`config.mk`:
```
export PLATFORM = sky130hd
export DESIGN_NAME = trap_controller
export DESIGN_NICKNAME = d
export VERILOG_FILES = /design/src/rtl/trap_controller.sv
export SDC_FILE = /design/constraint.sdc
export NUM_CORES = 1
export LEC_CHECK = 0
export ABC_AREA = 1
export BUFFER_PORTS_ARGS = -buffer_cell sky130_fd_sc_hd__buf_2
export CAP_MARGIN = 25
export CELL_PAD_IN_SITES_DETAIL_PLACEMENT = 1
export CELL_PAD_IN_SITES_GLOBAL_PLACEMENT = 2
export CORE_ASPECT_RATIO = 0.75
export CORE_MARGIN = 5
export CORE_UTILIZATION = 21
export DETAILED_ROUTE_END_ITERATION = 10
export PLACE_DENSITY_LB_ADDON = 0.1
export SLEW_MARGIN = 20
export SYNTH_ARGS = -nofsm -noshare
export SYNTH_HDL_FRONTEND = slang
export SYNTH_SLANG_ARGS = --single-unit
export TNS_END_PERCENT = 30
```
`constraint.sdc`:
```
create_clock -name clk -period 3.47 [get_ports clk]
set_input_delay 0.1735 -clock clk [delete_from_list [all_inputs] [get_ports clk]]
set_output_delay 0.1735 -clock clk [all_outputs]
set_load 0.01 [all_outputs]
```
`src/rtl/trap_controller.sv`:
```
// Trap/sequencing controller: IDLE, MULTI_CYCLE_OP and HALT states with IRQ, exception and LSU-timeout traps.
// Define TRAP_VECTORED_IRQ_EN to vector IRQ k to offset 32+4*k; otherwise every IRQ shares offset 12.
module trap_controller #(
  parameter int                    ADDR_WIDTH  = 32,
  parameter int                    NUM_IRQ     = 4,
  parameter int                    CNT_WIDTH   = 4,
  parameter int                    LSU_TIMEOUT = 12,
  parameter logic [ADDR_WIDTH-1:0] MTVEC_BASE  = '0
) (
  input  logic                  clk,
  input  logic                  rst,
  input  logic                  inst_valid_i,
  input  logic                  jump_inst_i,
  input  logic                  branch_inst_i,
  input  logic                  comp_result_i,
  input  logic                  ecall_inst_i,
  input  logic                  ebreak_inst_i,
  input  logic                  mret_inst_i,
  input  logic                  illegal_inst_i,
  input  logic [NUM_IRQ-1:0]    irq_i,
  input  logic [NUM_IRQ-1:0]    irq_mask_i,
  input  logic                  lsu_en_i,
  input  logic                  lsu_done_i,
  input  logic                  lsu_err_i,
  output logic [CNT_WIDTH-1:0]  cycle_counter_o,
  output logic                  deassert_rf_wen_n_o,
  output logic                  retire_o,
  output logic [1:0]            pc_mux_sel_o,
  output logic [ADDR_WIDTH-1:0] exc_pc_o,
  output logic                  save_epc_o,
  output logic                  target_valid_o,
  output logic [5:0]            cause_o,
  output logic [NUM_IRQ-1:0]    irq_ack_o,
  output logic                  halt_o
);

  typedef enum logic [1:0] {IDLE, MULTI_CYCLE_OP, HALT} state_t;

  localparam logic [1:0] PC_BRANCH_JUMP = 2'd0;
  localparam logic [1:0] PC_EXCEPTION   = 2'd1;
  localparam logic [1:0] PC_EPC         = 2'd2;

  localparam logic [ADDR_WIDTH-1:0] OFF_ECALL       = ADDR_WIDTH'(4);
  localparam logic [ADDR_WIDTH-1:0] OFF_ILLEGAL     = ADDR_WIDTH'(8);
  localparam logic [ADDR_WIDTH-1:0] OFF_LSU_FAULT   = ADDR_WIDTH'(16);
  localparam logic [ADDR_WIDTH-1:0] OFF_LSU_TIMEOUT = ADDR_WIDTH'(20);

  localparam logic [5:0] CAUSE_ILLEGAL     = 6'd2;
  localparam logic [5:0] CAUSE_LSU_FAULT   = 6'd5;
  localparam logic [5:0] CAUSE_LSU_TIMEOUT = 6'd7;
  localparam logic [5:0] CAUSE_ECALL       = 6'd11;

  localparam logic [CNT_WIDTH-1:0] TIMEOUT_CNT = CNT_WIDTH'(LSU_TIMEOUT);

  state_t                  state;
  state_t                  cur_state;
  state_t                  next_state;
  logic [CNT_WIDTH-1:0]    cnt_next;
  logic [NUM_IRQ-1:0]      irq_pending;
  logic [4:0]              irq_idx;
  logic [ADDR_WIDTH-1:0]   irq_offset;
  logic                    trap;
  logic [ADDR_WIDTH-1:0]   trap_offset;
  logic [5:0]              trap_cause;

  // While rst is high the combinational outputs already behave as in IDLE.
  assign cur_state   = rst ? IDLE : state;
  assign irq_pending = irq_i & irq_mask_i;

  // Lowest pending index wins: scan downward so the last hit is the smallest.
  always_comb begin
    irq_idx = '0;
    for (int i = NUM_IRQ - 1; i >= 0; i--) begin
      if (irq_pending[i]) irq_idx = 5'(i);
    end
  end

`ifdef TRAP_VECTORED_IRQ_EN
  assign irq_offset = ADDR_WIDTH'(32) + (ADDR_WIDTH'(irq_idx) << 2);
`else
  assign irq_offset = ADDR_WIDTH'(12);
`endif

  always_comb begin
    // NOTE: every signal assigned here gets a default first, so no path can infer a latch.
    next_state          = cur_state;
    retire_o            = 1'b0;
    deassert_rf_wen_n_o = 1'b0;
    pc_mux_sel_o        = PC_BRANCH_JUMP;
    target_valid_o      = 1'b0;
    save_epc_o          = 1'b0;
    exc_pc_o            = '0;
    cause_o             = '0;
    irq_ack_o           = '0;
    halt_o              = 1'b0;
    trap                = 1'b0;
    trap_offset         = '0;
    trap_cause          = '0;

    if (cur_state == HALT) begin
      halt_o = 1'b1;
    end else if (inst_valid_i) begin
      case (cur_state)
        IDLE: begin
          if (|irq_pending) begin
            trap        = 1'b1;
            trap_offset = irq_offset;
            trap_cause  = {1'b1, irq_idx};
            irq_ack_o   = NUM_IRQ'(1) << irq_idx;
          end else if (lsu_en_i && lsu_err_i) begin
            trap        = 1'b1;
            trap_offset = OFF_LSU_FAULT;
            trap_cause  = CAUSE_LSU_FAULT;
          end else if (lsu_en_i) begin
            next_state = MULTI_CYCLE_OP;
          end else if (jump_inst_i) begin
            deassert_rf_wen_n_o = 1'b1;
            next_state          = MULTI_CYCLE_OP;
          end else if (branch_inst_i) begin
            // A taken branch redirects on the following cycle; not-taken retires now.
            if (comp_result_i) next_state = MULTI_CYCLE_OP;
            else               retire_o   = 1'b1;
          end else if (mret_inst_i) begin
            pc_mux_sel_o   = PC_EPC;
            target_valid_o = 1'b1;
            retire_o       = 1'b1;
          end else if (ecall_inst_i) begin
            trap        = 1'b1;
            trap_offset = OFF_ECALL;
            trap_cause  = CAUSE_ECALL;
          end else if (illegal_inst_i) begin
            trap        = 1'b1;
            trap_offset = OFF_ILLEGAL;
            trap_cause  = CAUSE_ILLEGAL;
          end else if (ebreak_inst_i) begin
            next_state = HALT;
          end else begin
            retire_o            = 1'b1;
            deassert_rf_wen_n_o = 1'b1;
          end
        end

        MULTI_CYCLE_OP: begin
          if (lsu_en_i && !lsu_done_i) begin
            if (cycle_counter_o == TIMEOUT_CNT) begin
              trap        = 1'b1;
              trap_offset = OFF_LSU_TIMEOUT;
              trap_cause  = CAUSE_LSU_TIMEOUT;
              next_state  = IDLE;
            end
          end else if (lsu_done_i || jump_inst_i || branch_inst_i) begin
            retire_o            = 1'b1;
            target_valid_o      = jump_inst_i || branch_inst_i;
            deassert_rf_wen_n_o = !branch_inst_i;
            next_state          = IDLE;
          end
        end

        default: ;
      endcase
    end

    if (trap) begin
      pc_mux_sel_o        = PC_EXCEPTION;
      target_valid_o      = 1'b1;
      save_epc_o          = 1'b1;
      retire_o            = 1'b0;
      deassert_rf_wen_n_o = 1'b0;
      exc_pc_o            = MTVEC_BASE + trap_offset;
      cause_o             = trap_cause;
    end
  end

  // Counter restarts whenever the FSM heads back to IDLE, otherwise saturates.
  always_comb begin
    if (next_state == IDLE)     cnt_next = '0;
    else if (&cycle_counter_o)  cnt_next = cycle_counter_o;
    else                        cnt_next = cycle_counter_o + CNT_WIDTH'(1);
  end

  always_ff @(posedge clk) begin
    // NOTE: sequential state uses non-blocking assignments so every flop samples pre-edge values.
    if (rst) begin
      state           <= IDLE;
      cycle_counter_o <= '0;
    end else if (inst_valid_i) begin
      state           <= next_state;
      cycle_counter_o <= cnt_next;
    end
  end

endmodule
```
==> metrics, run 1 <==
Critical Path End Type=output port; Fillers=~660; synth cell count leaders=buf_4, nand2_1, nor2_1; max-cap viol count=0; hold path start=rst; Mapped Cells=between 150 and 200; ranking of synthesized cells by area=buf_4, dfxtp_1, nand2_1, nor2_1, inv_1; Post-synth EDFFs=0; die area=around 0.0066 mm^2; start point of the critical path=cycle_counter_o[0]; Sink Count=6; Ys Warns=0; status=finished, final reports clean; chip width=a little over 90 um; RSZ-0062 raised after global routing=false; sequential area share after synthesis=0.113; Cell Area, Synth=between 0.001 and 0.0015 mm^2; FMAX=between 500 and 600 MHz; CTS buffer count=3; Crit path arrival time=roughly 1600 ps; initial antenna violation count=0; Hold WS=roughly 180 ps; DRC=0; pwr/cell area=237 mW/mm^2; I/O Buffers=43; Primary FF master, synth=dfxtp_1; Post-Route Skew=between 0.4 and 0.5 ps; Power, Total=between 200 and 300 uW; die height=roughly 70 um; share of the synthesized area in the top cell type=0.233; vias per cell=~4.2; vias after detailed routing=~1,100; setup slack after layout=1740 ps; hold crit path type=in -> reg; VDD IR max=slightly below 0.00007 V; largest fanout on the critical path=4; largest buffer count on any clock path=2; root buffer selected by CTS=clkbuf_8; Hold Buf Count CTS=0; Slew Limit Fails=0; Ports=74; min Tclk post-route=~1700 ps; cell area after layout=0.00126 mm^2; CP startpoint kind=register; largest net degree at the start of global routing=13; asr flop ratio synth=0; Setup TNS=0 ps; post-route insts no fill=270; Worst Path Required=between 3000 and 4000 ps; Core Rows=22; NumNets Final=between 200 and 250; vias in the first global route=approximately 1,100; Finished Core Util=0.256; ant diodes=0; Final Hold Viols=0; TritonRoute pass-1 iters=4; final setup violation count=0; Tcrit/Tclk final=0.498; Unique masters post-synth=29; GR Overflow Total=0; CTS tree=yes; reg2reg start=cycle_counter_o[0]; worst skew pair latency=roughly 220 ps; antenna viol nets, final=0; Syn Area/Cell=~6.3 um^2; H-tree levels=1; top-count cell post-synth=buf_4; share of cells above drive strength 1=0.324; Initial DRC Count=25; total placed cells including tap cells=around 270; WL/cell=12.1 um; GRT Total Usage=0.0943; pre-CTS setup slack=roughly 1800 ps; Routed WL=roughly 3.3 mm; gpl congestion=between 0.7 and 0.8; Initial Util=0.217; post-cts resize count=0; Area Growth Syn to Fin=18.1%; DP Area=between 0.001 and 0.0015 mm^2; Synth area leader=buf_4; Yosys reg bits=6; Critical Setup Path Class=reg -> out; first-pass GRT wire length=5.13 mm; core area=slightly below 0.005 mm^2; CTS clk-pin slew, worst paths=~30 ps; Leak=0.740 nW; DP HPWL=a little under 3 mm; postcts setup bufs=0
==> placed cells by master, fill, tap and decap left out, types with 3 or more instances in the layout <==
cell | Yosys | routed
conb_1 | 1 | 30
o21ai_0 | 8 | 8
nand2_2 | 6 | 6
nand3_1 | 8 | 8
inv_2 | 3 | 3
nand4_1 | 4 | 4
clkbuf_8 | 0 | 3
nor2_2 | 3 | 3
nor2_1 | 24 | 24
nand2_1 | 27 | 27
a21oi_1 | 6 | 6
inv_1 | 16 | 16
buf_2 | 0 | 43
xor2_1 | 3 | 3
dfxtp_1 | 6 | 6
==> cells by family after synthesis <==
| logic type | share of synthesized area |
|---|---|
| other cells | 0.00353 |
| flops | 0.113 |
| simple gates | 0.402 |
| xor+xnor | 0.0247 |
| buf+inv | 0.304 |
| fa+ha+maj | 0.0235 |
| compound gates | 0.129 |
==> per-layer routing <==
| metal | part of all wire | GRT usage |
|---|---|---|
| met2 | 0.46 | 0.164 |
| met4 | 0.0049 | 0.0148 |
| met3 | 0.080 | 0.0252 |
| met5 | 0 | 0 |
| met1 | 0.46 | 0.119 |
==> power breakdown <==
part | total, mW | internal, mW | switching, mW
logic | 0.120 | 0.0386 | 0.0815
clock network | 0.102 | 0.0743 | 0.0278
registers | 0.0753 | 0.0720 | 0.00329
total | 0.298 | 0.185 | 0.113
==> critical path, stage by stage (launching register included) <==
cell and delay (ps):
dfxtp_1 340, inv_1 110, ha_1 150, nand3_1 120, nor2_1 160, nand2_1 110
o21ai_0 140, buf_2 190
==> registers in the layout, summed over array words and instances (netlist names) <==
signal and count:
cycle_counter_o 4, state 2
==> final cells by class <==
class | count | area [um^2] | share of cell area
sequential | 6 | 120 | 0.0956
clock buffer | 3 | 41.3 | 0.0329
timing repair buffer | 43 | 215 | 0.171
inverter | 20 | 75.1 | 0.0598
multi-input combinational | 138 | 729 | 0.581
tap | 60 | 75.1 | 0.0598
==> worst paths after layout <==
| kind | to | slack (ps) | cells past startpoint |
|---|---|---|---|
| setup / recovery | exc_pc_o[4] | 1740 | 7 |
| setup reg to reg | cycle_counter_o[1] | 2000 | 10 |
| hold reg to reg | cycle_counter_o[3] | 540 | 2 |
| hold / removal | cycle_counter_o[2] | 180 | 2 |
(Power assumes the default switching activity.)
==> run 2, diff against run 1 <==
--- a/config.mk
+++ b/config.mk
@@ -5,14 +5,14 @@
 export SDC_FILE = /design/constraint.sdc
 export NUM_CORES = 1
 export LEC_CHECK = 0
-export ABC_AREA = 1
+export ABC_AREA = 0
 export BUFFER_PORTS_ARGS = -buffer_cell sky130_fd_sc_hd__buf_2
 export CAP_MARGIN = 25
 export CELL_PAD_IN_SITES_DETAIL_PLACEMENT = 1
 export CELL_PAD_IN_SITES_GLOBAL_PLACEMENT = 2
 export CORE_ASPECT_RATIO = 0.75
 export CORE_MARGIN = 5
-export CORE_UTILIZATION = 21
+export CORE_UTILIZATION = 19
 export DETAILED_ROUTE_END_ITERATION = 10
 export PLACE_DENSITY_LB_ADDON = 0.1
 export SLEW_MARGIN = 20
==> constraint.sdc (replaced) <==
create_clock -name clk -period 1.6 [get_ports clk]
set_input_delay 0.08 -clock clk [delete_from_list [all_inputs] [get_ports clk]]
set_output_delay 0.08 -clock clk [all_outputs]
set_load 0.01 [all_outputs]
==> run 2 against run 1 <==
  * The flow now finishes with violations (setup timing)
  * Die area increased by 7.3%
  * Combinational power increased to 3.0 times the previous value
  * Sequential power increased by 110%
  * Register-to-register slack got worse by 2200 ps
  * Sequential share of layout area decreased by 1.9 points
  * Clock skew increased by 2.7 ps
  * Critical path depth decreased by 1
  * Worst setup slack got worse by 2000 ps
  * Sequential cell count unchanged
==> metrics, run 2 <==
Setup TNS=-2430 ps; GR Overflow Total=0; Primary FF master, synth=dfxtp_1; commonest non-fill, non-tap cells in the layout=buf_2, conb_1, buf_4, nor2_1, nand2_1; die area=slightly above 0.007 mm^2; post-route insts no fill=300; Routed WL=3.98 mm; Crit path arrival time=~2000 ps; Ys Warns=0; Final Hold Viols=0; Critical Setup Path Class=reg -> reg; Flop pwr share=0.214; Hold WS=296 ps; Synth area leader=buf_4; NumNets Final=between 200 and 300; sequential area share after synthesis=0.115; pwr/cell area=about 460 mW/mm^2; most common cell after layout, fill and taps aside=buf_2; Cell Area, Synth=roughly 0.0010 mm^2; largest fanout on the critical path=3; failing checks=setup timing; Leak=a little over 0.8 nW; max reg flops=4; CTS tree=yes; vias after detailed routing=about 1,200; status=finished, violations left; Internal=473 uW; Critical Path End Type=register; largest net degree at the start of global routing=9; top flop regs=cycle_counter_o: 4 flops, state: 2 flops; Power, Total=roughly 750 uW; R2R Setup Slk=-240 ps; switching portion of total power=0.367; Core Rows=23; share of cells above drive strength 1=0.471; cell area after layout=between 0.0015 and 0.002 mm^2; Initial Util=0.196; first-pass GRT wire length=~6.3 mm; asr flop ratio synth=0; I/O Buffers=43; Finished Core Util=0.302; Ports=74; ranking of synthesized cells by area=buf_4, dfxtp_1, nor2_1, nand2_1, a21oi_1; Syn Area/Cell=approximately 6.8 um^2; Hold Buf Count CTS=0; DRC=0; ant diodes=0; TritonRoute pass-1 iters=4; WL/cell=13.3 um; CTS clk-pin slew, worst paths=around 40 ps; Initial DRC Count=22; synth cell count leaders=buf_4, nor2_1, nand2_1; root buffer selected by CTS=clkbuf_8; Yosys reg bits=6; share of the synthesized area in the top cell type=0.230; H-tree levels=1; antenna viol nets, final=0; Sink Count=6; largest buffer count on any clock path=2; CP startpoint kind=register; DP Area=around 0.0014 mm^2; Sequential Area=124 um^2; total placed cells including tap cells=293; setup slack after layout=-241 ps; Fillers=between 600 and 700; RSZ-0062 raised after global routing=true; initial antenna violation count=0; Gate power share=0.480; hold crit path type=in -> reg; vias in the first global route=~1,300; max-cap viol count=0; Slew Limit Fails=0; GRT Total Usage=0.111; Post-Route Skew=between 3 and 4 ps; Multi-input gate area=between 800 and 900 um^2; min Tclk post-route=approximately 1800 ps; core area=between 0.005 and 0.006 mm^2; VDD IR max=about 0.00014 V; clock power share=0.306; final setup violation count=17; Unique masters post-synth=45; Area Growth Syn to Fin=54.3%; CTS buffer count=3; Worst Path Required=around 1800 ps; chip width=95.5 um; die height=between 70 and 80 um; pre-CTS setup slack=-152 ps; gpl congestion=about 0.75; top-count cell post-synth=buf_4; Tcrit/Tclk final=1.15; worst skew pair latency=around 230 ps; Most flops, register=cycle_counter_o; P_sw=274 uW; vias per cell=roughly 4; Mapped Cells=roughly 150; FMAX=about 540 MHz; Post-synth EDFFs=0; DP HPWL=~3.4 mm
run 2: final cells by class:
| type | instances | area share |
|---|---|---|
| multi-input cells | 134 | 0.528 |
| repair buffers | 75 | 0.294 |
| flip-flops and latches | 6 | 0.0770 |
| well taps | 75 | 0.0584 |
| clock buffers | 3 | 0.0257 |
| inverters | 7 | 0.0163 |
run 2: worst paths after layout:
check,endpoint,from,cells after the start
hold / removal,state[1],rst,4
setup / recovery,cycle_counter_o[1],state[0],6
hold reg to reg,cycle_counter_o[3],cycle_counter_o[3],2
setup reg to reg,cycle_counter_o[1],state[0],6
run 2: cell families after synthesis:
family / Yosys count / share of synthesized area
flip-flops: 6 / 0.115
adder cells (fa/ha/maj): 2 / 0.0240
buffers and inverters: 42 / 0.274
AO/OA/AOI/OAI: 34 / 0.240
AND/OR/NAND/NOR: 67 / 0.335
XOR/XNOR: 1 / 0.00840
other: 1 / 0.00360
run 2: repair_timing:
item                                   CTS  global route
gates resized for setup                 14            13
buffers inserted                         4             0
pin swaps                                9             7
setup endpoints to repair               19            19
endpoints found under the hold margin    0             0
run 2: power groups by stage:
stage | combinational [mW] | clock, mW | sequential (mW)
floorplan | 0.220 | 0 | 0.168
finish | 0.358 | 0.229 | 0.160
detailed placement | 0.317 | 0 | 0.164
global route | 0.396 | 0.246 | 0.160
CTS | 0.339 | 0.238 | 0.160
global placement | 0.313 | 0 | 0.163
run 2: critical path, stage by stage, from the launching register on:
cell      delay [ps]
dfxtp_4          330
or3b_4           400
buf_6            130
a221o_1          300
or2_1            260
a21o_1           180
a211oi_2         160
run 2: layer usage:
metal	track usage	up-vias	part of all wire
li1	-	623	-
met1	0.151	559	0.47
met2	0.187	47	0.46
met3	0.0192	3	0.064
met4	0.0174	0	0.0050
met5	0	-	0
==> run 3, diff against run 2 <==
--- a/config.mk
+++ b/config.mk
@@ -12,7 +12,8 @@
 export CELL_PAD_IN_SITES_GLOBAL_PLACEMENT = 2
 export CORE_ASPECT_RATIO = 0.75
 export CORE_MARGIN = 5
-export CORE_UTILIZATION = 19
+export CORE_UTILIZATION = 22
+export CTS_BUF_LIST = sky130_fd_sc_hd__clkbuf_2
 export DETAILED_ROUTE_END_ITERATION = 10
 export PLACE_DENSITY_LB_ADDON = 0.1
 export SLEW_MARGIN = 20
==> constraint.sdc (replaced) <==
create_clock -name clk -period 2.3 [get_ports clk]
set_input_delay 0.115 -clock clk [delete_from_list [all_inputs] [get_ports clk]]
set_output_delay 0.115 -clock clk [all_outputs]
set_load 0.01 [all_outputs]
==> run 3 against run 2 <==
  * The run now ends clean
  * Sequential cell count unchanged
  * Critical path depth stayed put
  * Sequential power fell by 29%
  * Sequential share of layout area is 2.3 points higher
  * Combinational power decreased by 50%
==> metrics, run 3 (same netlist as run 2, synthesis figures left out) <==
largest net degree at the start of global routing=14; VDD IR max=between 0.00008 and 0.00009 V; hold crit path type=in -> reg; Worst Path Required=around 2200 ps; max reg flops=4; R2R Setup Slk=430 ps; Ports=74; gpl congestion=between 0.7 and 0.8; CTS clk-pin slew, worst paths=about 50 ps; top flop regs=cycle_counter_o: 4 flops, state: 2 flops; antenna viol nets, final=0; Sink Count=6; Critical Path End Type=output port; initial antenna violation count=0; WL/cell=~14 um; DRC=0; min Tclk post-route=around 2100 ps; RSZ-0062 raised after global routing=false; vias after detailed routing=around 1,100; die area=roughly 0.0062 mm^2; CTS buffer count=3; reg2reg start=cycle_counter_o[0]; vias in the first global route=~1,100; share of cells above drive strength 1=0.285; ant diodes=0; pwr/cell area=305 mW/mm^2; NumNets Final=between 200 and 250; commonest non-fill, non-tap cells in the layout=buf_2, conb_1, nor2_1, nand2_1, inv_1; die height=slightly below 70 um; Hold Buf Count CTS=0; CTS tree=yes; DP HPWL=approximately 2.9 mm; Post-Route Skew=roughly 10 ps; Setup TNS=0 ps; Setup crit end=cause_o[3]; most common cell after layout, fill and taps aside=buf_2; CP startpoint kind=register; Final Hold Viols=0; Critical Setup Path Class=reg -> out; TritonRoute pass-1 iters=4; final setup violation count=0; largest buffer count on any clock path=2; worst skew pair latency=roughly 220 ps; DP Area=~0.0012 mm^2; Fillers=roughly 580; start point of the critical path=state[0]; Core Rows=21; Slew headroom=0.662; Tcrit/Tclk final=0.925; GR Overflow Total=0; Area Growth Syn to Fin=15.1%; cell area after layout=around 0.0012 mm^2; pre-CTS setup slack=about 350 ps; first-pass GRT wire length=5.55 mm; Initial DRC Count=52; root buffer selected by CTS=clkbuf_2; setup slack after layout=172 ps; GRT Total Usage=0.109; H-tree levels=1; slew of the pin with the lowest slew margin=a little over 500 ps; Crit path arrival time=around 2000 ps; FMAX=470 MHz; Routed WL=~3.5 mm; chip width=approximately 90 um; Initial Util=0.231; vias per cell=4.49; max-cap viol count=0; status=finished, final reports clean; I/O Buffers=43; postcts setup bufs=0; largest fanout on the critical path=5; Slew Limit Fails=0; Leak=just over 0.6 nW; RR Endpoint=cycle_counter_o[3]; Most flops, register=cycle_counter_o; reg2reg path depth=7; core area=0.00452 mm^2
run 3: changes by cell type in the layout (fill, tap and decap cells not counted), moves of 2 or more:
cell | before | now
buf_4 | 29 | 0
buf_6 | 4 | 0
clkbuf_2 | 0 | 3
clkbuf_8 | 3 | 0
inv_1 | 4 | 7
inv_2 | 3 | 0
nand3_1 | 4 | 6
nor2_1 | 16 | 21
nor2_2 | 3 | 0
nor2_4 | 2 | 0
run 3: worst max-delay path, cell delays in order, from the launching register on:
cell	delay, ps
dfxtp_1	400
or3b_1	440
nor3_4	240
a21oi_2	60
or2_4	290
nor3_2	200
buf_2	160
run 3: how the worst min path moves through the flow:
stage | start | to | slack [ps] | depth (start not counted)
CTS | rst | state[1] | 250 | 3
global route | rst | state[1] | 270 | 3
floorplan | rst | state[1] | 310 | 2
finish | rst | state[1] | 260 | 3
global placement | rst | state[1] | 490 | 3
detailed placement | rst | state[1] | 480 | 3
run 3: area by class of cell:
type,count,area (um^2),area share
Tap cell,57,71.3,0.0594
Multi-Input combinational cell,134,752,0.627
Clock buffer,3,15.0,0.0125
Sequential cell,6,120,0.100
Inverter,7,26.3,0.0219
Timing Repair Buffer,43,215,0.179
run 3: stage by stage:
stage,utilization,hold slack (ps),power (mW),cells
2_1_floorplan,-,309,0.268,182
3_3_place_gp,0.261,490,0.292,247
3_5_place_dp,0.261,479,0.293,247
4_1_cts,0.264,248,0.370,250
5_1_grt,0.266,271,0.397,250
6_report,0.266,260,0.366,250
run 3: power breakdown:
part	leakage, nW	total (mW)	switching (mW)	internal, mW
clock	0.0125	0.0741	0.0388	0.0354
combinational	0.546	0.179	0.118	0.0612
sequential	0.0488	0.113	0.00502	0.108
total	0.608	0.366	0.162	0.205
run 3: layer usage:
| metal | global-route usage | vias to the layer above | share of wire |
|---|---|---|---|
| li1 | - | 560 | - |
| met1 | 0.166 | 513 | 0.49 |
| met2 | 0.158 | 48 | 0.42 |
| met3 | 0.0261 | 2 | 0.081 |
| met4 | 0.0149 | 0 | 0.0023 |
| met5 | 0 | - | 0 |
run 3: what timing repair did:
action                                 4_1_cts  5_1_grt
endpoints found under the hold margin        0        0
setup endpoints to repair                    0        1
resized for setup                            0        1
